`src/rtl/ctrl_pkg.sv`:
```
// ctrl_pkg: shared types and encodings for the multi-cycle RV32I control unit.
// Holds the FSM state enum, the RV32I opcode constants, the datapath mux-select
// encodings and the per-state control-word table used by multicycle_control.
package ctrl_pkg;

    localparam int unsigned STATE_W  = 5;
    localparam int unsigned OPCODE_W = 7;
    localparam int unsigned SEL_W    = 2;

    typedef enum logic [STATE_W-1:0] {
        S_IDLE     = 5'd0,
        S_FETCH    = 5'd1,
        S_DECODE   = 5'd2,
        S_EXEC_R   = 5'd3,
        S_EXEC_I   = 5'd4,
        S_AUIPC    = 5'd5,
        S_WB_ALU   = 5'd6,
        S_MEM_ADDR = 5'd7,
        S_MEM_RD   = 5'd8,
        S_WB_MEM   = 5'd9,
        S_MEM_WR   = 5'd10,
        S_BRANCH   = 5'd11,
        S_JAL      = 5'd12,
        S_JALR     = 5'd13,
        S_LUI      = 5'd14,
        S_ILLEGAL  = 5'd15,
        S_TRAP     = 5'd16
    } state_t;

    // RV32I major opcodes (IR[6:0])
    localparam logic [OPCODE_W-1:0] OP_R      = 7'b0110011;
    localparam logic [OPCODE_W-1:0] OP_IMM    = 7'b0010011;
    localparam logic [OPCODE_W-1:0] OP_LOAD   = 7'b0000011;
    localparam logic [OPCODE_W-1:0] OP_STORE  = 7'b0100011;
    localparam logic [OPCODE_W-1:0] OP_BRANCH = 7'b1100011;
    localparam logic [OPCODE_W-1:0] OP_JAL    = 7'b1101111;
    localparam logic [OPCODE_W-1:0] OP_JALR   = 7'b1100111;
    localparam logic [OPCODE_W-1:0] OP_LUI    = 7'b0110111;
    localparam logic [OPCODE_W-1:0] OP_AUIPC  = 7'b0010111;

    // Writeback source
    localparam logic [SEL_W-1:0] M2R_ALUOUT = 2'b00;
    localparam logic [SEL_W-1:0] M2R_MDR    = 2'b01;
    localparam logic [SEL_W-1:0] M2R_PC     = 2'b10;
    localparam logic [SEL_W-1:0] M2R_IMM    = 2'b11;

    // ALU operand A
    localparam logic [SEL_W-1:0] SRCA_PC    = 2'b00;
    localparam logic [SEL_W-1:0] SRCA_RS1   = 2'b01;
    localparam logic [SEL_W-1:0] SRCA_OLDPC = 2'b10;

    // ALU operand B
    localparam logic [SEL_W-1:0] SRCB_RS2   = 2'b00;
    localparam logic [SEL_W-1:0] SRCB_FOUR  = 2'b01;
    localparam logic [SEL_W-1:0] SRCB_IMM   = 2'b10;

    // PC source
    localparam logic [SEL_W-1:0] PCSRC_ALU    = 2'b00;
    localparam logic [SEL_W-1:0] PCSRC_ALUOUT = 2'b01;

    // ALU operation class
    localparam logic [SEL_W-1:0] ALUOP_ADD    = 2'b00;
    localparam logic [SEL_W-1:0] ALUOP_BRANCH = 2'b01;
    localparam logic [SEL_W-1:0] ALUOP_RTYPE  = 2'b10;
    localparam logic [SEL_W-1:0] ALUOP_ITYPE  = 2'b11;

    // Registered control word; the *_on_ready bits are qualified by mem_ready
    // in the same cycle so that completion strobes fire only on the ready beat.
    typedef struct packed {
        logic             pc_write;
        logic             pc_write_cond;
        logic             fetch_on_ready;
        logic             i_or_d;
        logic             mem_read;
        logic             mem_write;
        logic             reg_write;
        logic [SEL_W-1:0] mem_to_reg;
        logic [SEL_W-1:0] alu_src_a;
        logic [SEL_W-1:0] alu_src_b;
        logic [SEL_W-1:0] alu_op;
        logic [SEL_W-1:0] pc_source;
        logic             instr_done;
        logic             done_on_ready;
    } ctrl_t;

    // Opcode to first execution state; unknown opcodes map to S_ILLEGAL
    function automatic state_t decode_state(input logic [OPCODE_W-1:0] op);
        state_t s;
        case (op)
            OP_R:               s = S_EXEC_R;
            OP_IMM:             s = S_EXEC_I;
            OP_LOAD, OP_STORE:  s = S_MEM_ADDR;
            OP_BRANCH:          s = S_BRANCH;
            OP_JAL:             s = S_JAL;
            OP_JALR:            s = S_JALR;
            OP_LUI:             s = S_LUI;
            OP_AUIPC:           s = S_AUIPC;
            default:            s = S_ILLEGAL;
        endcase
        return s;
    endfunction

    // Moore control word for each state
    function automatic ctrl_t ctrl_for(input state_t s);
        ctrl_t c;
        c = '0;
        case (s)
            S_FETCH: begin
                c.mem_read       = 1'b1;
                c.i_or_d         = 1'b0;
                c.alu_src_a      = SRCA_PC;
                c.alu_src_b      = SRCB_FOUR;
                c.alu_op         = ALUOP_ADD;
                c.pc_source      = PCSRC_ALU;
                c.fetch_on_ready = 1'b1;
            end
            S_DECODE: begin
                c.alu_src_a = SRCA_OLDPC;
                c.alu_src_b = SRCB_IMM;
                c.alu_op    = ALUOP_ADD;
            end
            S_EXEC_R: begin
                c.alu_src_a = SRCA_RS1;
                c.alu_src_b = SRCB_RS2;
                c.alu_op    = ALUOP_RTYPE;
            end
            S_EXEC_I: begin
                c.alu_src_a = SRCA_RS1;
                c.alu_src_b = SRCB_IMM;
                c.alu_op    = ALUOP_ITYPE;
            end
            S_AUIPC: begin
                c.alu_src_a = SRCA_OLDPC;
                c.alu_src_b = SRCB_IMM;
                c.alu_op    = ALUOP_ADD;
            end
            S_WB_ALU: begin
                c.reg_write  = 1'b1;
                c.mem_to_reg = M2R_ALUOUT;
                c.instr_done = 1'b1;
            end
            S_MEM_ADDR: begin
                c.alu_src_a = SRCA_RS1;
                c.alu_src_b = SRCB_IMM;
                c.alu_op    = ALUOP_ADD;
            end
            S_MEM_RD: begin
                c.mem_read = 1'b1;
                c.i_or_d   = 1'b1;
            end
            S_WB_MEM: begin
                c.reg_write  = 1'b1;
                c.mem_to_reg = M2R_MDR;
                c.instr_done = 1'b1;
            end
            S_MEM_WR: begin
                c.mem_write     = 1'b1;
                c.i_or_d        = 1'b1;
                c.done_on_ready = 1'b1;
            end
            S_BRANCH: begin
                c.alu_src_a     = SRCA_RS1;
                c.alu_src_b     = SRCB_RS2;
                c.alu_op        = ALUOP_BRANCH;
                c.pc_write_cond = 1'b1;
                c.pc_source     = PCSRC_ALUOUT;
                c.instr_done    = 1'b1;
            end
            S_JAL: begin
                // PC already holds PC+4 from FETCH, so it is the link value
                c.pc_write   = 1'b1;
                c.pc_source  = PCSRC_ALUOUT;
                c.reg_write  = 1'b1;
                c.mem_to_reg = M2R_PC;
                c.instr_done = 1'b1;
            end
            S_JALR: begin
                c.alu_src_a  = SRCA_RS1;
                c.alu_src_b  = SRCB_IMM;
                c.alu_op     = ALUOP_ADD;
                c.pc_write   = 1'b1;
                c.pc_source  = PCSRC_ALU;
                c.reg_write  = 1'b1;
                c.mem_to_reg = M2R_PC;
                c.instr_done = 1'b1;
            end
            S_LUI: begin
                c.reg_write  = 1'b1;
                c.mem_to_reg = M2R_IMM;
                c.instr_done = 1'b1;
            end
            default: c = '0;
        endcase
        return c;
    endfunction

endpackage

```
`src/rtl/multicycle_control_if.sv`:
```
// multicycle_control_if: control-unit <-> datapath/memory signal bundle.
//   master (control unit): in opcode, mem_ready, zero; out all strobes/selects,
//                          illegal_instr, bus_error, state.
//   slave  (datapath side): the mirror image.
interface multicycle_control_if #(
    parameter int unsigned ALUOP_W = 2
);
    logic [6:0]         opcode;
    logic               mem_ready;
    logic               zero;
    logic               pc_write;
    logic               pc_write_cond;
    logic               ir_write;
    logic               i_or_d;
    logic               mem_read;
    logic               mem_write;
    logic               reg_write;
    logic [1:0]         mem_to_reg;
    logic [1:0]         alu_src_a;
    logic [1:0]         alu_src_b;
    logic [ALUOP_W-1:0] alu_op;
    logic [1:0]         pc_source;
    logic               instr_done;
    logic               illegal_instr;
    logic               bus_error;
    logic [4:0]         state;

    modport master (
        input  opcode, mem_ready, zero,
        output pc_write, pc_write_cond, ir_write, i_or_d, mem_read, mem_write,
               reg_write, mem_to_reg, alu_src_a, alu_src_b, alu_op, pc_source,
               instr_done, illegal_instr, bus_error, state
    );

    modport slave (
        output opcode, mem_ready, zero,
        input  pc_write, pc_write_cond, ir_write, i_or_d, mem_read, mem_write,
               reg_write, mem_to_reg, alu_src_a, alu_src_b, alu_op, pc_source,
               instr_done, illegal_instr, bus_error, state
    );
endinterface

```
`src/rtl/mem_wait_watchdog.sv`:
```
// mem_wait_watchdog: counts consecutive memory wait cycles.
//   clk, rst  : clock, synchronous active-high reset
//   clear     : zero the counter (takes priority over enable)
//   enable    : a wait cycle is in progress (memory state, mem_ready low)
//   expire    : this wait cycle is the MAX_WAIT-th; 0 forever when MAX_WAIT = 0
module mem_wait_watchdog #(
    parameter int unsigned MAX_WAIT = 16
) (
    input  logic clk,
    input  logic rst,
    input  logic clear,
    input  logic enable,
    output logic expire
);
    localparam int unsigned CNT_W = (MAX_WAIT > 0) ? $clog2(MAX_WAIT + 1) : 1;

    logic [CNT_W-1:0] count;

    // Saturating wait counter
    always_ff @(posedge clk) begin
        if (rst) begin
            count <= '0;
        end else if (clear) begin
            count <= '0;
        end else if (enable && (count != CNT_W'(MAX_WAIT))) begin
            count <= count + CNT_W'(1);
        end
    end

    // Fires in the cycle whose increment would reach MAX_WAIT
    generate
        if (MAX_WAIT == 0) begin : g_disabled
            assign expire = 1'b0;
        end else begin : g_enabled
            assign expire = enable && (count == CNT_W'(MAX_WAIT - 1));
        end
    endgenerate

endmodule

```
`src/rtl/multicycle_control.sv`:
```
// multicycle_control: Moore-style sequencer for the multi-cycle RV32I core.
//   clk, rst : clock, synchronous active-high reset
//   bus      : multicycle_control_if.master -- opcode/mem_ready/zero in;
//              PC/IR/memory/regfile strobes, mux selects, alu_op,
//              instr_done, illegal_instr, bus_error and debug state out.
// Control outputs are registered from the next state; ir_write, the fetch
// pc_write and the store instr_done are additionally gated by mem_ready.
module multicycle_control
    import ctrl_pkg::*;
#(
    parameter int unsigned MAX_WAIT        = 16,
    parameter int unsigned TRAP_ON_ILLEGAL = 1,
    parameter int unsigned ALUOP_W         = 2
) (
    input  logic                        clk,
    input  logic                        rst,
    multicycle_control_if.master        bus
);

    state_t state_q;
    state_t next_state;
    ctrl_t  ctrl_q;
    logic   illegal_q;
    logic   bus_error_q;
    logic   opcode_illegal;
    logic   in_mem_state;
    logic   mem_wait;
    logic   wd_expire;
    logic   unused_zero;

    // Branch resolution against zero happens in the datapath via pc_write_cond
    assign unused_zero = bus.zero;

    assign in_mem_state = (state_q == S_FETCH) || (state_q == S_MEM_RD) ||
                          (state_q == S_MEM_WR);
    assign mem_wait     = in_mem_state && !bus.mem_ready;

    // Counter is zero on entry to any memory state: it is held clear whenever
    // no wait cycle is in progress, including the completing cycle.
    mem_wait_watchdog #(
        .MAX_WAIT (MAX_WAIT)
    ) u_watchdog (
        .clk    (clk),
        .rst    (rst),
        .clear  (!mem_wait),
        .enable (mem_wait),
        .expire (wd_expire)
    );

    // Next-state selection
    always_comb begin
        next_state     = state_q;
        opcode_illegal = 1'b0;
        unique case (state_q)
            S_IDLE: next_state = S_FETCH;
            S_FETCH: begin
                if (bus.mem_ready)  next_state = S_DECODE;
                else if (wd_expire) next_state = S_TRAP;
            end
            S_DECODE: begin
                next_state = decode_state(bus.opcode);
                if (next_state == S_ILLEGAL) begin
                    opcode_illegal = 1'b1;
                    if (TRAP_ON_ILLEGAL != 0) next_state = S_TRAP;
                end
            end
            S_EXEC_R, S_EXEC_I, S_AUIPC: next_state = S_WB_ALU;
            // opcode bit 5 separates store (0100011) from load (0000011)
            S_MEM_ADDR: next_state = bus.opcode[5] ? S_MEM_WR : S_MEM_RD;
            S_MEM_RD: begin
                if (bus.mem_ready)  next_state = S_WB_MEM;
                else if (wd_expire) next_state = S_TRAP;
            end
            S_MEM_WR: begin
                if (bus.mem_ready)  next_state = S_FETCH;
                else if (wd_expire) next_state = S_TRAP;
            end
            S_WB_ALU, S_WB_MEM, S_BRANCH, S_JAL, S_JALR, S_LUI, S_ILLEGAL:
                next_state = S_FETCH;
            S_TRAP: next_state = S_TRAP;
            default: next_state = S_IDLE;
        endcase
    end

    // State, registered control word and status flags
    always_ff @(posedge clk) begin
        if (rst) begin
            state_q     <= S_IDLE;
            ctrl_q      <= '0;
            illegal_q   <= 1'b0;
            bus_error_q <= 1'b0;
        end else begin
            state_q     <= next_state;
            ctrl_q      <= ctrl_for(next_state);
            // sticky in trap mode, otherwise a single-cycle pulse
            illegal_q   <= opcode_illegal || (illegal_q && (TRAP_ON_ILLEGAL != 0));
            // mem_ready in the expiry cycle suppresses wd_expire via mem_wait
            bus_error_q <= bus_error_q || wd_expire;
        end
    end

    assign bus.pc_write      = ctrl_q.pc_write || (ctrl_q.fetch_on_ready && bus.mem_ready);
    assign bus.ir_write      = ctrl_q.fetch_on_ready && bus.mem_ready;
    assign bus.pc_write_cond = ctrl_q.pc_write_cond;
    assign bus.i_or_d        = ctrl_q.i_or_d;
    assign bus.mem_read      = ctrl_q.mem_read;
    assign bus.mem_write     = ctrl_q.mem_write;
    assign bus.reg_write     = ctrl_q.reg_write;
    assign bus.mem_to_reg    = ctrl_q.mem_to_reg;
    assign bus.alu_src_a     = ctrl_q.alu_src_a;
    assign bus.alu_src_b     = ctrl_q.alu_src_b;
    assign bus.alu_op        = ALUOP_W'(ctrl_q.alu_op);
    assign bus.pc_source     = ctrl_q.pc_source;
    assign bus.instr_done    = ctrl_q.instr_done || (ctrl_q.done_on_ready && bus.mem_ready);
    assign bus.illegal_instr = illegal_q;
    assign bus.bus_error     = bus_error_q;
    assign bus.state         = state_q;

endmodule

```
`src/flat_wrapper.sv`:
```
// flat-port wrapper written by rule: the top's interface ports become plain ports
module multicycle_control_flat import ctrl_pkg::*;
#(
    parameter int unsigned MAX_WAIT        = 16,
    parameter int unsigned TRAP_ON_ILLEGAL = 1,
    parameter int unsigned ALUOP_W         = 2
)
  (clk, rst, bus_opcode, bus_mem_ready, bus_zero, bus_pc_write, bus_pc_write_cond, bus_ir_write, bus_i_or_d, bus_mem_read, bus_mem_write, bus_reg_write, bus_mem_to_reg, bus_alu_src_a, bus_alu_src_b, bus_alu_op, bus_pc_source, bus_instr_done, bus_illegal_instr, bus_bus_error, bus_state);
  multicycle_control_if #(.ALUOP_W(ALUOP_W)) bus_i ();
  input  logic clk;
  input  logic rst;
  input wire logic [$bits(bus_i.opcode)-1:0] bus_opcode;
  input wire logic [$bits(bus_i.mem_ready)-1:0] bus_mem_ready;
  input wire logic [$bits(bus_i.zero)-1:0] bus_zero;
  output wire logic [$bits(bus_i.pc_write)-1:0] bus_pc_write;
  output wire logic [$bits(bus_i.pc_write_cond)-1:0] bus_pc_write_cond;
  output wire logic [$bits(bus_i.ir_write)-1:0] bus_ir_write;
  output wire logic [$bits(bus_i.i_or_d)-1:0] bus_i_or_d;
  output wire logic [$bits(bus_i.mem_read)-1:0] bus_mem_read;
  output wire logic [$bits(bus_i.mem_write)-1:0] bus_mem_write;
  output wire logic [$bits(bus_i.reg_write)-1:0] bus_reg_write;
  output wire logic [$bits(bus_i.mem_to_reg)-1:0] bus_mem_to_reg;
  output wire logic [$bits(bus_i.alu_src_a)-1:0] bus_alu_src_a;
  output wire logic [$bits(bus_i.alu_src_b)-1:0] bus_alu_src_b;
  output wire logic [$bits(bus_i.alu_op)-1:0] bus_alu_op;
  output wire logic [$bits(bus_i.pc_source)-1:0] bus_pc_source;
  output wire logic [$bits(bus_i.instr_done)-1:0] bus_instr_done;
  output wire logic [$bits(bus_i.illegal_instr)-1:0] bus_illegal_instr;
  output wire logic [$bits(bus_i.bus_error)-1:0] bus_bus_error;
  output wire logic [$bits(bus_i.state)-1:0] bus_state;
  assign bus_i.opcode = bus_opcode;
  assign bus_i.mem_ready = bus_mem_ready;
  assign bus_i.zero = bus_zero;
  assign bus_pc_write = bus_i.pc_write;
  assign bus_pc_write_cond = bus_i.pc_write_cond;
  assign bus_ir_write = bus_i.ir_write;
  assign bus_i_or_d = bus_i.i_or_d;
  assign bus_mem_read = bus_i.mem_read;
  assign bus_mem_write = bus_i.mem_write;
  assign bus_reg_write = bus_i.reg_write;
  assign bus_mem_to_reg = bus_i.mem_to_reg;
  assign bus_alu_src_a = bus_i.alu_src_a;
  assign bus_alu_src_b = bus_i.alu_src_b;
  assign bus_alu_op = bus_i.alu_op;
  assign bus_pc_source = bus_i.pc_source;
  assign bus_instr_done = bus_i.instr_done;
  assign bus_illegal_instr = bus_i.illegal_instr;
  assign bus_bus_error = bus_i.bus_error;
  assign bus_state = bus_i.state;
  multicycle_control #(.MAX_WAIT(MAX_WAIT), .TRAP_ON_ILLEGAL(TRAP_ON_ILLEGAL), .ALUOP_W(ALUOP_W)) u_core (.clk(clk), .rst(rst), .bus(bus_i));
endmodule
```
`config.mk`:
```
export PLATFORM = sky130hd
export DESIGN_NAME = multicycle_control_flat
export DESIGN_NICKNAME = d
export VERILOG_FILES = /design/src/rtl/ctrl_pkg.sv /design/src/rtl/multicycle_control_if.sv /design/src/rtl/mem_wait_watchdog.sv /design/src/rtl/multicycle_control.sv /design/src/flat_wrapper.sv
export SDC_FILE = /design/constraint.sdc
export NUM_CORES = 1
export LEC_CHECK = 0
export ABC_AREA = 1
export ABC_CLOCK_PERIOD_IN_PS = 3100
export CORE_UTILIZATION = 54
export DETAILED_ROUTE_END_ITERATION = 7
export PLACE_DENSITY = 0.85
export SYNTH_ARGS = -nofsm -noshare
export SYNTH_HDL_FRONTEND = slang
export SYNTH_SLANG_ARGS = --single-unit
```
`constraint.sdc`:
```
create_clock -name clk -period 3.1 [get_ports clk]
set_clock_uncertainty 0.15 [all_clocks]
set_input_delay 0.465 -clock clk [delete_from_list [all_inputs] [get_ports clk]]
set_output_delay 0.465 -clock clk [all_outputs]
set_load 0.01 [all_outputs]
```
==> summary.txt, run 1 <==
Status
  • Status: complete, but fails checks
  • Failing checks: DRC

Timing
  • Min cycle time layout: roughly 2.5 ns
  • # setup viols final: 0
  • Worst slew pin tran: about 0.7 ns
  • Slew HR: 0.540
  • Fin. max-slew vios: 0
  • Fin crit share: 0.793
  • Final Hold Fails: 0
  • RSZ-0062 raised after global routing: false
  • Setup TNS: 0 ns
  • Fmax: 0.407 GHz

Drt
  • Remaining DRCs: 8
  • DRT iter0 DRCs: 45
  • Vias: 1506
  • WL met3: roughly 210 microns
  • Antenna viol nets, final: 0
  • Wl on met1: between 1 and 1.5 mm
  • WL final: around 3.2 mm
  • WL met2: ~1.6 mm
  • Post-DR vias/cell: about 5.1
  • Drt wl/cell: approximately 11 microns
  • Drt first pass iters: 7
  • Uppermost layer routed: met4

Clocking
  • Clock root cell: clkbuf_4
  • Htree depth: 2
  • TritonCTS Buffers: 5
  • Hold buffers post-CTS: 0
  • # clock sinks: 29
  • # resized after CTS: 0
  • Clk_lat worst skew: ~0.31 ns
  • Post-CTS Setup Repair Bufs: 0
  • CTS tree: done
  • Worst-path clk slew: 0.08 ns
  • Clock buffer depth: 2

Floorplan
  • Row cnt: 19
  • I/O pin count: 36
  • Die H: approximately 57 microns
  • Initial cell density of the core: 0.579
  • Die width: approximately 57 microns
  • Area of the die: approximately 3200 sq um
  • Core area: 2810 sq um

Min path
  • Min-delay src: u_core.bus.bus_error
  • Depth of the worst hold-timing path: 2
  • Hold Path End: u_core.bus.bus_error
  • Hold Crit Class: flip-flop to flip-flop

Finish
  • NumNets Final: roughly 280
  • Highest-count cells in the layout ignoring fill and taps: 45 x nand2_1, 33 x inv_1, 33 x clkdlybuf4s50_1
  • Filler instances: approximately 260
  • Commonest non-fill, non-tap cell in the layout: nand2_1
  • ANT cells: 0
  • Area grow syn2layout: 20.3%
  • Layout cells sized above 1: 0.141

Worst setup path
  • Reg-to-reg critical path startpoint: u_core.u_watchdog.count[0]
  • Critical Path AT: around 1.8 ns
  • Crit Path Class: input port to primary output
  • Startpoint types: input port
  • Crit path cell chain: clkdlybuf4s50_1 > nand2_1 > inv_1 > or2_2 > clkdlybuf4s50_1
  • Required @ worst endpoint: 2.48 ns
  • R2R Setup Slk: just over 0.9 ns
  • Slowest stage cell, crit path: clkdlybuf4s50_1
  • Most frequent CP cell: clkdlybuf4s50_1
  • Worst r2r dst: u_core.bus.alu_src_a[0]
  • CP Max Fanout: 4
  • Worst setup path startpoint: bus_mem_ready
  • CP Capture Type: primary output
  • Largest stage delay, worst path: around 0.49 ns
  • Worst-case reg-to-reg path depth: 12

Global route
  • First-pass GRT wire length: between 5 and 6 mm
  • GRT Residual Overflow: 0
  • Vias in the first global route: 1367
  • Largest net degree at the start of global routing: 17
  • Initial antenna violation count: 0
  • Tot GR Track Use: 0.223

Synthesis
  • Top cells by area, synth: dfxtp_1 36%, nand2_1 10%, inv_1 7.6%, nand3_1 7.1%, nor2_1 6.9%
  • Main synth FF type: dfxtp_1
  • Syn nets: 250
  • Area of the mapped netlist: 1620 sq um
  • Post-synthesis sequential area ratio: 0.357
  • Synth area leader: dfxtp_1
  • Synthesized area per cell: ~7 sq um
  • Synth Warn #: 0
  • #FFs+latches synth: 29
  • Cell count after synthesis: ~240
  • Yosys cell types: 32
  • Post-synthesis async set-or-reset flop share: 0
  • Number of flops mapped to enable cells by yosys: 0
  • Post-synth top area share: 0.357

Placement
  • I/O Buffers: 33
  • Final RePlAce weighted congestion: 0.897
  • Final HPWL DP: between 2 and 3 mm

Job
  • Max cap viols: 0

Power and ir drop
  • Total power: 1170 uW
  • Worst IR Drop VDD: between 0.4 and 0.5 mV
  • LEAKAGE: roughly 0.00094 uW
  • Pwr dens: around 600 nW/um^2
==> cells by family (layout without fill, tap and decap cells) <==
logic type      after synthesis  count (layout)  share of synthesized area
flops                        29              29                      0.357
other cells                   1               1                    0.00231
fa+ha+maj                     3               3                     0.0231
xor+xnor                      1               1                    0.00539
compound gates               24              24                     0.0894
simple gates                124             124                      0.374
buf+inv                      54              81                      0.148
==> cells in the mapped netlist (3+ instances only) <==
master	number
o21ai_1	3
nand2_1	45
nand3_2	3
buf_4	10
nand4_1	5
a21oi_2	3
ha_1	3
inv_2	8
inv_1	33
nor2_4	3
a21oi_1	13
nand3_1	23
nor2_1	30
nor2_2	3
nand2_2	6
dfxtp_1	29
==> layer usage <==
layer,track usage,up-vias
met5,0,-
met4,0.0627,0
met3,0.0645,4
met2,0.384,43
met1,0.270,673
li1,-,786
==> worst max path at each step <==
stage / to / slack [ns] / depth (start not counted)
after global routing: bus_pc_write / 0.58 / 5
final: bus_pc_write / 0.64 / 5
after detailed placement: u_core.bus.alu_src_b[1] / 0.54 / 14
after CTS: bus_pc_write / 0.64 / 5
after floorplan: u_core.bus.alu_src_a[0] / 1.23 / 15
after global placement: u_core.bus.alu_src_a[0] / 0.58 / 16
==> critical path: cells and delay by family <==
kind / cells / cell delay, ns
AND/OR/NAND/NOR: 2 / 0.36
buffers and inverters: 3 / 1.01
==> area by class of cell <==
cell class / count / area, sq um / area share
clock buffer: 5 / 37.5 / 0.0192
clock inverter: 1 / 5.00 / 0.00256
inverter: 42 / 158 / 0.0807
multi-input combinational: 153 / 803 / 0.411
sequential: 29 / 581 / 0.297
tap: 31 / 38.8 / 0.0199
timing repair buffer: 33 / 330 / 0.169
==> through the flow <==
step	util	hold WS, ns	cell area (sq um)	worst slack [ns]	std cells
floorplan	-	0.310	1620	1.23	236
global placement	0.681	0.292	1910	0.583	288
detailed placement	0.681	0.297	1910	0.539	288
CTS	0.696	0.309	1950	0.639	294
global route	0.696	0.324	1950	0.576	294
finish	0.696	0.302	1950	0.643	294
==> power by group <==
part	switching [uW]	total, uW	internal [uW]
registers	33.7	462	428
clock network	116	194	78.4
logic	300	510	210
No activity file was read; power rests on OpenSTA's default activity.
==> run 2: changes to the inputs <==
ABC_CLOCK_PERIOD_IN_PS = 2200   (was 3100)
CORE_UTILIZATION = 45   (was 54)
PLACE_DENSITY = 0.75   (was 0.85)
clock period = 2.2 ns   (was 3.1 ns; I/O delays follow)
==> summary.txt, run 2 (synthesis results as in run 1) <==
Drt
  • Drt wl/cell: 10.5 microns (-4.3%)
  • Antenna viol nets, final: 0 (unchanged)
  • Drt first pass iters: 4 (-3)
  • WL met3: 141 microns (-33%)
  • Wl on met1: 1.59 mm (+14%)
  • DRT iter0 DRCs: 55 (+22%)
  • WL final: 3.48 mm (+8.1%)
  • Post-DR vias/cell: 4.63 (-9.6%)
  • WL met2: 1.72 mm (+8.9%)
  • Vias: 1537 (+2.1%)
  • Uppermost layer routed: met4
  • Remaining DRCs: 0 (-8)

Worst setup path
  • Required @ worst endpoint: 1.72 ns (-0.76 ns)
  • Crit path cell chain: clkdlybuf4s50_1 > buf_4 > a21o_1 > clkdlybuf4s50_1
  • Startpoint types: input port
  • Most frequent CP cell: clkdlybuf4s50_1
  • Largest stage delay, worst path: 0.54 ns (+0.05 ns)
  • CP Capture Type: primary output
  • Reg-to-reg critical path startpoint: u_core.u_watchdog.count[1]
  • CP Max Fanout: 3 (-1)
  • Slowest stage cell, crit path: clkdlybuf4s50_1
  • Worst-case reg-to-reg path depth: 15 (+3)
  • Worst setup path startpoint: bus_mem_ready
  • R2R Setup Slk: 0.11 ns (-0.82 ns)
  • Critical path destination: bus_instr_done
  • Crit Path Class: input port to primary output
  • Critical Path AT: 1.64 ns (-0.20 ns)
  • Worst r2r dst: u_core.ctrl_q[1]

Global route
  • Largest net degree at the start of global routing: 10 (-7)
  • Vias in the first global route: 1443 (+5.6%)
  • GRT Residual Overflow: 0 (unchanged)
  • First-pass GRT wire length: 5.93 mm (+5.5%)
  • Tot GR Track Use: 0.212 (-0.0112)
  • Initial antenna violation count: 0 (unchanged)

Finish
  • Layout cells sized above 1: 0.241 (+0.101)
  • Highest-count cells in the layout ignoring fill and taps: 43 x nand2_1, 32 x inv_1, 32 x clkdlybuf4s50_1
  • Commonest non-fill, non-tap cell in the layout: nand2_1
  • NumNets Final: 299 (+7.6%)
  • Area grow syn2layout: 35.6%
  • Post-Layout Inst Area: 2200 sq um (+13%)
  • ANT cells: 0 (unchanged)

Clocking
  • Clock buffer depth: 2 (unchanged)
  • # clock sinks: 29 (unchanged)
  • Worst-path clk slew: 0.09 ns (about the same)
  • TritonCTS Buffers: 5 (unchanged)
  • Clock root cell: clkbuf_4
  • Clk_lat worst skew: 0.32 ns (about the same)
  • Htree depth: 2 (unchanged)
  • CTS tree: done
  • Hold buffers post-CTS: 0 (unchanged)

Timing
  • Worst hold margin: 0.303 ns (+0.000871 ns)
  • Fin. max-slew vios: 0 (unchanged)
  • RSZ-0062 raised after global routing: true
  • # setup viols final: 0 (unchanged)
  • Setup TNS: 0 ns (unchanged)
  • PnR worst setup slack: 0.0821 ns (-0.561 ns)
  • Final Hold Fails: 0 (unchanged)
  • Fmax: approximately 0.47 GHz
  • Min cycle time layout: ~2.1 ns
  • Fin crit share: 0.963

Power and ir drop
  • Clock share of power: 0.230 (+0.063)
  • LEAKAGE: 0.00108 uW (+15%)
  • Reg power frac: 0.329 (-0.067)
  • Total power: 1970 uW (+69%)
  • Worst IR Drop VDD: 0.502 mV (+9.6%)
  • Pwr dens: 894 nW/um^2 (+50%)
  • NetSw: 688 uW (+53%)
  • Internal power: 1280 uW (+79%)
  • Combinational group share of total power: 0.440 (+0.003)
  • Switching share of power: 0.350 (-0.0361)

Floorplan
  • Initial cell density of the core: 0.479 (-0.0998)
  • Area of the die: 3850 sq um (+19%)
  • Core area: 3390 sq um (+21%)
  • Row cnt: 21 (+2)
  • Die H: 62.1 microns (+9.2%)
  • I/O pin count: 36 (unchanged)
  • Die width: 62.1 microns (+9.2%)

Placement
  • Final HPWL DP: 2.74 mm (+7.1%)
  • Place WS: -0.171 ns (-0.710 ns)
  • Placed Area: 2070 sq um (+8.4%)
  • I/O Buffers: 33 (unchanged)
  • Final RePlAce weighted congestion: 0.847 (-5.6%)

Job
  • Max cap viols: 0 (unchanged)

Min path
  • Hold Crit Class: flip-flop to flip-flop

Status
  • Status: complete, no violations
[run 2: how the worst min path moves through the flow]
stage                                           from                          to  slack [ns]  cells after the start
after floorplan           u_core.u_watchdog.count[2]  u_core.u_watchdog.count[2]        0.31                      2
after global placement      u_core.bus.illegal_instr    u_core.bus.illegal_instr        0.29                      2
after detailed placement    u_core.bus.illegal_instr    u_core.bus.illegal_instr        0.29                      2
after CTS                   u_core.bus.illegal_instr    u_core.bus.illegal_instr        0.31                      2
after global routing        u_core.bus.illegal_instr    u_core.bus.illegal_instr        0.32                      2
final                       u_core.bus.illegal_instr    u_core.bus.illegal_instr        0.30                      2
[run 2: per-stage QoR]
| stage | utilization | std cells |
|---|---|---|
| 4_1_cts | 0.636 | 330 |
| 5_1_grt | 0.650 | 332 |
| 3_3_place_gp | 0.611 | 322 |
| 6_report | 0.650 | 332 |
| 3_5_place_dp | 0.611 | 322 |
| 2_1_floorplan | - | 236 |
[run 2: timing repair]
action	4_1_cts	5_1_grt
setup endpoints to repair	0	11
buffers inserted	0	2
gates resized for setup	0	12
[run 2: power by group through the flow]
stage | combinational (uW) | clock (uW) | sequential, uW
6_report | 867 | 453 | 649
5_1_grt | 973 | 497 | 660
4_1_cts | 832 | 465 | 649
3_5_place_dp | 825 | 0 | 662
3_3_place_gp | 810 | 0 | 661
2_1_floorplan | 489 | 0 | 669
[run 2: final cells by class]
type                    instances  area [sq um]
inverters                      42           158
multi-input cells             153           828
fillers                       296          1190
clock buffers                   7          55.1
well taps                      46          57.6
repair buffers                 54           490
flip-flops and latches         29           583
clock inverters                 1          30.0
[run 2: worst max-delay path, delay by kind of cell]
| family | cells | cell delay [ns] |
|---|---|---|
| buf+inv | 3 | 1.21 |
| compound gates | 1 | 0.10 |
[run 2: metal layers]
layer,global-route usage,vias up
li1,-,827
met5,0,-
met4,0.0730,0
met2,0.366,29
met1,0.250,677
met3,0.0600,4
